## config.mk

```make
export PLATFORM = sky130hd
export DESIGN_NAME = ram16k_fifo_ctrl_flat
export DESIGN_NICKNAME = d
export VERILOG_FILES = /design/src/rtl/ram16k_fifo_ctrl_if.sv /design/src/rtl/ram16k_fifo_ctrl.sv /design/src/flat_wrapper.sv
export SDC_FILE = /design/constraint.sdc
export NUM_CORES = 1
export LEC_CHECK = 0
export ABC_AREA = 1
export BUFFER_PORTS_ARGS = -buffer_cell sky130_fd_sc_hd__buf_2
export CAP_MARGIN = 20
export CORE_ASPECT_RATIO = 0.6
export CORE_UTILIZATION = 25
export DETAILED_ROUTE_END_ITERATION = 7
export HOLD_SLACK_MARGIN = 0.06
export MAX_ROUTING_LAYER = met4
export PLACE_DENSITY = 0.49
export SKIP_CTS_REPAIR_TIMING = 1
export SLEW_MARGIN = 20
export SYNTH_ARGS = -nofsm -noshare
export SYNTH_HDL_FRONTEND = slang
export SYNTH_SLANG_ARGS = --single-unit
```

## constraint.sdc

```tcl
create_clock -name clk -period 5.5 [get_ports clk]
set_clock_uncertainty 0.15 [all_clocks]
set_input_delay 1.375 -clock clk [delete_from_list [all_inputs] [get_ports clk]]
set_output_delay 1.375 -clock clk [all_outputs]
set_load 0.01 [all_outputs]
```

## src/rtl/ram16k_fifo_ctrl_if.sv

```systemverilog
// Streaming push/pop handshake bundle between the fabric and ram16k_fifo_ctrl.
// The master side is the producer/consumer; the slave side is the controller.
interface ram16k_fifo_ctrl_if;
   logic        push_valid;
   logic        push_ready;
   logic [31:0] push_data;
   logic        pop_valid;
   logic        pop_ready;
   logic [31:0] pop_data;

   modport master (
      output push_valid, push_data, pop_ready,
      input  push_ready, pop_valid, pop_data
   );

   modport slave (
      input  push_valid, push_data, pop_ready,
      output push_ready, pop_valid, pop_data
   );
endinterface

```

## src/rtl/ram16k_fifo_ctrl.sv

```systemverilog
// First-word-fall-through FIFO controller around one 512x32 registered-read DP RAM.
// A 2-entry output queue hides the RAM read latency so pops sustain one word per clock.
module ram16k_fifo_ctrl #(
   parameter int DEPTH    = 512,
   parameter int AW       = 9,
   parameter int AF_LEVEL = 480,
   parameter int AE_LEVEL = 32
) (
   input  logic                 clk,
   input  logic                 R,
   input  logic                 flush,
   ram16k_fifo_ctrl_if.slave    strm,
   output logic [9:0]           count,
   output logic                 almost_full,
   output logic                 almost_empty,
   output logic                 ram_wen,
   output logic                 ram_ren,
   output logic [AW-1:0]        ram_waddr,
   output logic [AW-1:0]        ram_raddr,
   output logic [31:0]          ram_d_in,
   output logic [31:0]          ram_wenb,
   input  logic [31:0]          ram_d_out
);

   typedef enum logic [0:0] {ST_RUN = 1'b0, ST_FLUSH = 1'b1} state_t;

   state_t        state_r, state_nxt_s;
   logic [AW-1:0] wptr_r, rptr_r, wptr_nxt_s, rptr_nxt_s;
   logic [9:0]    ram_cnt_r, ram_cnt_nxt_s, count_r, count_nxt_s;
   logic          inflight_r;
   logic [1:0]    oq_occ_r, oq_occ_nxt_s, occ_after_pop_s;
   logic [31:0]   oq0_r, oq1_r, oq0_nxt_s, oq1_nxt_s;
   logic          push_ready_r, almost_full_r, almost_empty_r;
   logic          flush_s, push_fire_s, pop_fire_s, issue_s, ret_s;
   logic [2:0]    pending_s;

   // Flush sequencing: a single FLUSH cycle after every flush request seen in RUN.
   always_comb begin
      state_nxt_s = ST_RUN;
      case (state_r)
         ST_RUN: begin
            if (flush) begin
               state_nxt_s = ST_FLUSH;
            end else begin
               state_nxt_s = ST_RUN;
            end
         end
         ST_FLUSH: state_nxt_s = ST_RUN;
         default:  state_nxt_s = ST_RUN;
      endcase
   end

   // Handshakes, read issue and next values of pointers, counters and output queue.
   always_comb begin
      flush_s     = (state_r == ST_RUN) && flush;
      push_fire_s = strm.push_valid && push_ready_r;
      pop_fire_s  = (oq_occ_r != 2'd0) && strm.pop_ready;
      // Words already committed to the output queue after this cycle's pop.
      pending_s   = {1'b0, oq_occ_r} + {2'b00, inflight_r} - {2'b00, pop_fire_s};
      issue_s     = (state_r == ST_RUN) && (ram_cnt_r != 10'd0) && (pending_s < 3'd2);
      ret_s       = inflight_r && (state_r == ST_RUN);

      occ_after_pop_s = oq_occ_r - {1'b0, pop_fire_s};
      oq0_nxt_s       = pop_fire_s ? oq1_r : oq0_r;
      oq1_nxt_s       = oq1_r;
      oq_occ_nxt_s    = occ_after_pop_s;
      if (ret_s) begin
         oq_occ_nxt_s = occ_after_pop_s + 2'd1;
         case (occ_after_pop_s)
            2'd0:    oq0_nxt_s = ram_d_out;
            2'd1:    oq1_nxt_s = ram_d_out;
            default: oq1_nxt_s = oq1_r;
         endcase
      end else begin
         oq_occ_nxt_s = occ_after_pop_s;
      end

      if (flush_s) begin
         wptr_nxt_s    = '0;
         rptr_nxt_s    = '0;
         ram_cnt_nxt_s = 10'd0;
         count_nxt_s   = 10'd0;
         oq_occ_nxt_s  = 2'd0;
      end else begin
         wptr_nxt_s    = push_fire_s ? wptr_r + AW'(1'b1) : wptr_r;
         rptr_nxt_s    = issue_s ? rptr_r + AW'(1'b1) : rptr_r;
         ram_cnt_nxt_s = ram_cnt_r + {9'd0, push_fire_s} - {9'd0, issue_s};
         count_nxt_s   = count_r + {9'd0, push_fire_s} - {9'd0, pop_fire_s};
      end
   end

   // Controller state registers; reset clears pointers, queue and any read in flight.
   always_ff @(posedge clk or posedge R) begin
      if (R) begin
         state_r        <= ST_RUN;
         wptr_r         <= '0;
         rptr_r         <= '0;
         ram_cnt_r      <= 10'd0;
         count_r        <= 10'd0;
         inflight_r     <= 1'b0;
         oq_occ_r       <= 2'd0;
         oq0_r          <= 32'd0;
         oq1_r          <= 32'd0;
         push_ready_r   <= 1'b0;
         almost_full_r  <= 1'b0;
         almost_empty_r <= 1'b1;
      end else begin
         state_r        <= state_nxt_s;
         wptr_r         <= wptr_nxt_s;
         rptr_r         <= rptr_nxt_s;
         ram_cnt_r      <= ram_cnt_nxt_s;
         count_r        <= count_nxt_s;
         inflight_r     <= issue_s;
         oq_occ_r       <= oq_occ_nxt_s;
         oq0_r          <= oq0_nxt_s;
         oq1_r          <= oq1_nxt_s;
         push_ready_r   <= (state_nxt_s == ST_RUN) && (count_nxt_s < 10'(DEPTH));
         almost_full_r  <= (count_nxt_s >= 10'(AF_LEVEL));
         almost_empty_r <= (count_nxt_s <= 10'(AE_LEVEL));
      end
   end

   assign strm.push_ready = push_ready_r;
   assign strm.pop_valid  = (oq_occ_r != 2'd0);
   assign strm.pop_data   = oq0_r;
   assign count           = count_r;
   assign almost_full     = almost_full_r;
   assign almost_empty    = almost_empty_r;
   assign ram_wen         = !push_fire_s;
   assign ram_ren         = !issue_s;
   assign ram_waddr       = wptr_r;
   assign ram_raddr       = rptr_r;
   assign ram_d_in        = strm.push_data;
   assign ram_wenb        = 32'hFFFF_FFFF;

endmodule

```

## src/flat_wrapper.sv

```systemverilog
// flat-port wrapper written by rule: the top's interface ports become plain ports
module ram16k_fifo_ctrl_flat 
#(
   parameter int DEPTH    = 512,
   parameter int AW       = 9,
   parameter int AF_LEVEL = 480,
   parameter int AE_LEVEL = 32
)
  (clk, R, flush, count, almost_full, almost_empty, ram_wen, ram_ren, ram_waddr, ram_raddr, ram_d_in, ram_wenb, ram_d_out, strm_push_valid, strm_push_data, strm_pop_ready, strm_push_ready, strm_pop_valid, strm_pop_data);
  ram16k_fifo_ctrl_if strm_i ();
  input  logic clk;
  input  logic R;
  input  logic flush;
  output logic [9:0] count;
  output logic almost_full;
  output logic almost_empty;
  output logic ram_wen;
  output logic ram_ren;
  output logic [AW-1:0] ram_waddr;
  output logic [AW-1:0] ram_raddr;
  output logic [31:0] ram_d_in;
  output logic [31:0] ram_wenb;
  input  logic [31:0] ram_d_out;
  input wire logic [$bits(strm_i.push_valid)-1:0] strm_push_valid;
  input wire logic [$bits(strm_i.push_data)-1:0] strm_push_data;
  input wire logic [$bits(strm_i.pop_ready)-1:0] strm_pop_ready;
  output wire logic [$bits(strm_i.push_ready)-1:0] strm_push_ready;
  output wire logic [$bits(strm_i.pop_valid)-1:0] strm_pop_valid;
  output wire logic [$bits(strm_i.pop_data)-1:0] strm_pop_data;
  assign strm_i.push_valid = strm_push_valid;
  assign strm_i.push_data = strm_push_data;
  assign strm_i.pop_ready = strm_pop_ready;
  assign strm_push_ready = strm_i.push_ready;
  assign strm_pop_valid = strm_i.pop_valid;
  assign strm_pop_data = strm_i.pop_data;
  ram16k_fifo_ctrl #(.DEPTH(DEPTH), .AW(AW), .AF_LEVEL(AF_LEVEL), .AE_LEVEL(AE_LEVEL)) u_core (.clk(clk), .R(R), .flush(flush), .strm(strm_i), .count(count), .almost_full(almost_full), .almost_empty(almost_empty), .ram_wen(ram_wen), .ram_ren(ram_ren), .ram_waddr(ram_waddr), .ram_raddr(ram_raddr), .ram_d_in(ram_d_in), .ram_wenb(ram_wenb), .ram_d_out(ram_d_out));
endmodule
```

==> impl_metrics.csv <==
group,metric,value,unit
die,initial_core_util,0.256,
yosys,synth_top_family_by_area,"simple AND/OR/NAND/NOR gates",
layout,syn2layout_area_growth,12.2,%
grt,met2_usage,0.171,
clock_network,numCtsBuffers,9,
yosys,netlist_instances,756,
worst_setup_path,crit_top_cell,"buf_2",
layout,design_area,0.00697,sq mm
clock_network,clock_path_buffers,2,
sta,worst_pin_slew,0.647,ns
worst_hold_path,holdPathEnd,"u_core.oq1_r[12]",
yosys,synth_edf_count,0,
sta,worst_slack,0.841,ns
routing,wl_per_cell,13.2,microns
grt,grt_max_degree,65,
worst_setup_path,cp-start-kind,"primary input",
clock_network,tritoncts,"yes",
sta,drv_slew,0,
yosys,synth.avg_cell_area,8.23,sq um
die,core_region_area,0.0243,sq mm
worst_setup_path,crit_slowest_cell,"fa_1",
sta,setup_viol,0,
grt,grtUsageMet1,0.191,
grt,use_met3,0.0358,
yosys,yosys.area_share.simple,0.178,
yosys,synthesis.area,0.00622,sq mm
yosys,ys_top_cells_by_area,"dfrtp_1, buf_4, inv_1",
yosys,synthAdderAreaFrac,0.0660,
routing,vias_per_cell,4.15,
routing,via_count,4754,
power_and_ir_drop,p_leak,3.72,nW
yosys,ys_async_sr_fraction,1.00,
die,die_y,124,microns
yosys,netlist-cell-type-count,38,
layout,diodes,0,
die,rows,44,
clock_network,ctsHtreeMaxLevel,3,
worst_setup_path,worstPathCellList,"buf_2 -> nand2_4 -> nor2_1 -> o21ai_0 -> fa_1 -> o211ai_1 -> a21oi_1 -> nand2_1 -> buf_4 -> buf_2",
yosys,synth_flop_cell,"dfrtp_1",
flow_run,max_cap_viol_count,0,
layout,fillCellCount,2643,
worst_setup_path,worst-r2r-cell-count,21,
layout,nets,919,
yosys,synth_compound_area_frac,0.130,
place,pre_cts_ws,0.669,ns
worst_hold_path,holdPathStages,2,
routing,ant_nets,0,
sta,rsz0062_at_grt,"no",
routing,drtIter0Drc,265,
yosys,synth_top_area_share,0.435,
clock_network,clkSinkCount,109,
die,fp.dieArea,0.0255,sq mm
clock_network,clkSlewWorstSetupHoldPaths,0.07,ns
sta,finalCritPeriodShare,0.847,
yosys,yosysTopAreaCell,"dfrtp_1",
clock_network,clk_latency,0.36,ns
sta,fmax,0.215,GHz
place,dp_hpwl,10.9,mm
worst_setup_path,cp.required,3.97,ns
sta,tns,0,ns
power_and_ir_drop,vdd_drop_max,0.000178,V
worst_setup_path,cp.arrival,3.13,ns
yosys,yosysWarnings,0,
worst_setup_path,crit_type,"primary input to output port",
routing,wl,15.2,mm
grt,grt_pass1_wl,24.4,mm
yosys,yosysMostFrequentCell,"inv_1",
worst_setup_path,rrSetupSlack,1.44,ns
layout,drive_above_1_share,0.189,
worst_setup_path,reg2reg_to,"u_core.ram_cnt_r[8]",
die,io_pins,199,
place,gp_congestion,0.864,
worst_setup_path,r2r-start,"u_core.oq_occ_r[1]",
grt,grt_busiest_layer,"met1",
clock_network,root_buffer,"clkbuf_16",
place,port_buffers,102,
grt,grt_pass1_vias,4484,
worst_setup_path,cp.depth,10,
routing,drc,0,
yosys,seq_area_frac_synth,0.439,
yosys,synth.mux.area_fraction,0,
worst_setup_path,cp_max_fo,18,
power_and_ir_drop,p_per_area,595,mW/mm^2
outcome,status,"complete, no violations",
worst_hold_path,hp-class,"register to register",
sta,min_period,4.66,ns
worst_hold_path,hold_start,"u_core.oq1_r[12]",
routing,firstDrtPassIters,5,
yosys,ys_ff_latch,109,
yosys,yosys-top-cells-count,"inv_1, dfrtp_1, nand2_1, o21ai_0, buf_4",
worst_setup_path,crit_buf_inv,3,
sta,finalHoldViolCount,0,
grt,grt_overflow,0,
die,die_w,206,microns
grt,grt.total_usage,0.129,
worst_setup_path,max_stage_delay,0.49,ns
power_and_ir_drop,power,4.15,mW
place,postPlaceCellArea,0.00670,sq mm
grt,antenna_found_initial,0,
yosys,synthXorXnorAreaFrac,0.0113,
worst_setup_path,critical-path-top-delay-family,"adder cells",
worst_setup_path,endpoint_kind,"output port",
sta,relSlewSlack,0.568,
-- per-layer routing --
layer	wire (microns)	vias to the layer above
li1	-	2464
met1	8410	2169
met2	5970	114
met3	675	7
met4	108	0
met5	0	-
-- state kept, by name (all words and copies together), names as in the netlist --
signal,cells
u_core.strm.push_ready,1
u_core.oq_occ_r,2
u_core.ram_raddr,9
u_core.almost_full,1
u_core.state_r,1
u_core.almost_empty,1
u_core.oq1_r,32
u_core.inflight_r,1
u_core.ram_cnt_r,10
u_core.strm.pop_data,32
u_core.count,10
u_core.ram_waddr,9
-- cell families (layout without fill, tap and decap cells) --
family	after synthesis	in the layout
other cells	1	32
buf+inv	212	249
compound gates	151	151
flops	109	109
fa+ha+maj	31	31
xor+xnor	8	8
simple gates	244	244
-- worst reg2reg max path: cells and delay by family, from the launching register on --
| family | cells | cell delay, ns |
|---|---|---|
| adders and majority gates | 4 | 1.40 |
| and+or+nand+nor | 10 | 1.20 |
| AOI/OAI and AO/OA | 4 | 0.54 |
| DFF | 1 | 0.45 |
| buffers and inverters | 3 | 0.22 |
-- how the worst max path moves through the flow --
| stage | from | to | slack, ns |
|---|---|---|---|
| final | strm_pop_ready | ram_ren | 0.84 |
| after detailed placement | strm_pop_ready | u_core.ram_cnt_r[8] | 0.67 |
| after global routing | strm_pop_ready | ram_ren | 0.70 |
| after CTS | strm_pop_ready | ram_ren | 0.80 |
| after global placement | strm_pop_ready | u_core.ram_cnt_r[8] | 0.74 |
| after floorplan | R | u_core.almost_full | 1.10 |
-- layout make-up --
cell class              count  area [sq um]  area share
multi-input cells         466          2520       0.362
repair buffers            109           576      0.0825
clock buffers              12           246      0.0353
flip-flops and latches    109          2730       0.391
inverters                 124           472      0.0676
clock inverters             4          23.8     0.00341
well taps                 322           403      0.0578
-- per-stage QoR --
stage	hold WS (ns)	utilization	cells
after global routing	0.360	0.287	1146
after detailed placement	0.325	0.276	1130
after global placement	0.316	0.275	1129
final	0.340	0.287	1146
after CTS	0.343	0.287	1146
after floorplan	0.304	-	787
-- power breakdown --
group | switching (mW) | internal, mW | leakage (nW) | total [mW]
Combinational | 1.38 | 0.804 | 2.21 | 2.19
Clock | 0.305 | 0.319 | 0.136 | 0.625
Sequential | 0.198 | 1.14 | 1.37 | 1.34
Total | 1.89 | 2.26 | 3.72 | 4.15
-- placed cells by master, fill, tap and decap left out, drive strengths merged, types with 2 or more instances in the layout --
| master | Yosys | layout |
|---|---|---|
| a21oi | 28 | 28 |
| buf | 78 | 109 |
| clkbuf | 10 | 12 |
| clkinv | 1 | 5 |
| conb | 1 | 32 |
| dfrtp | 108 | 108 |
| fa | 3 | 3 |
| ha | 28 | 28 |
| inv | 123 | 123 |
| nand2 | 119 | 119 |
| nand3 | 36 | 36 |
| nand4 | 9 | 9 |
| nor2 | 67 | 67 |
| nor3 | 9 | 9 |
| o21ai | 86 | 86 |
| o22ai | 32 | 32 |
| o31ai | 2 | 2 |
| or2 | 2 | 2 |
| xnor2 | 2 | 2 |
| xor2 | 6 | 6 |
(Power assumes the default switching activity.)
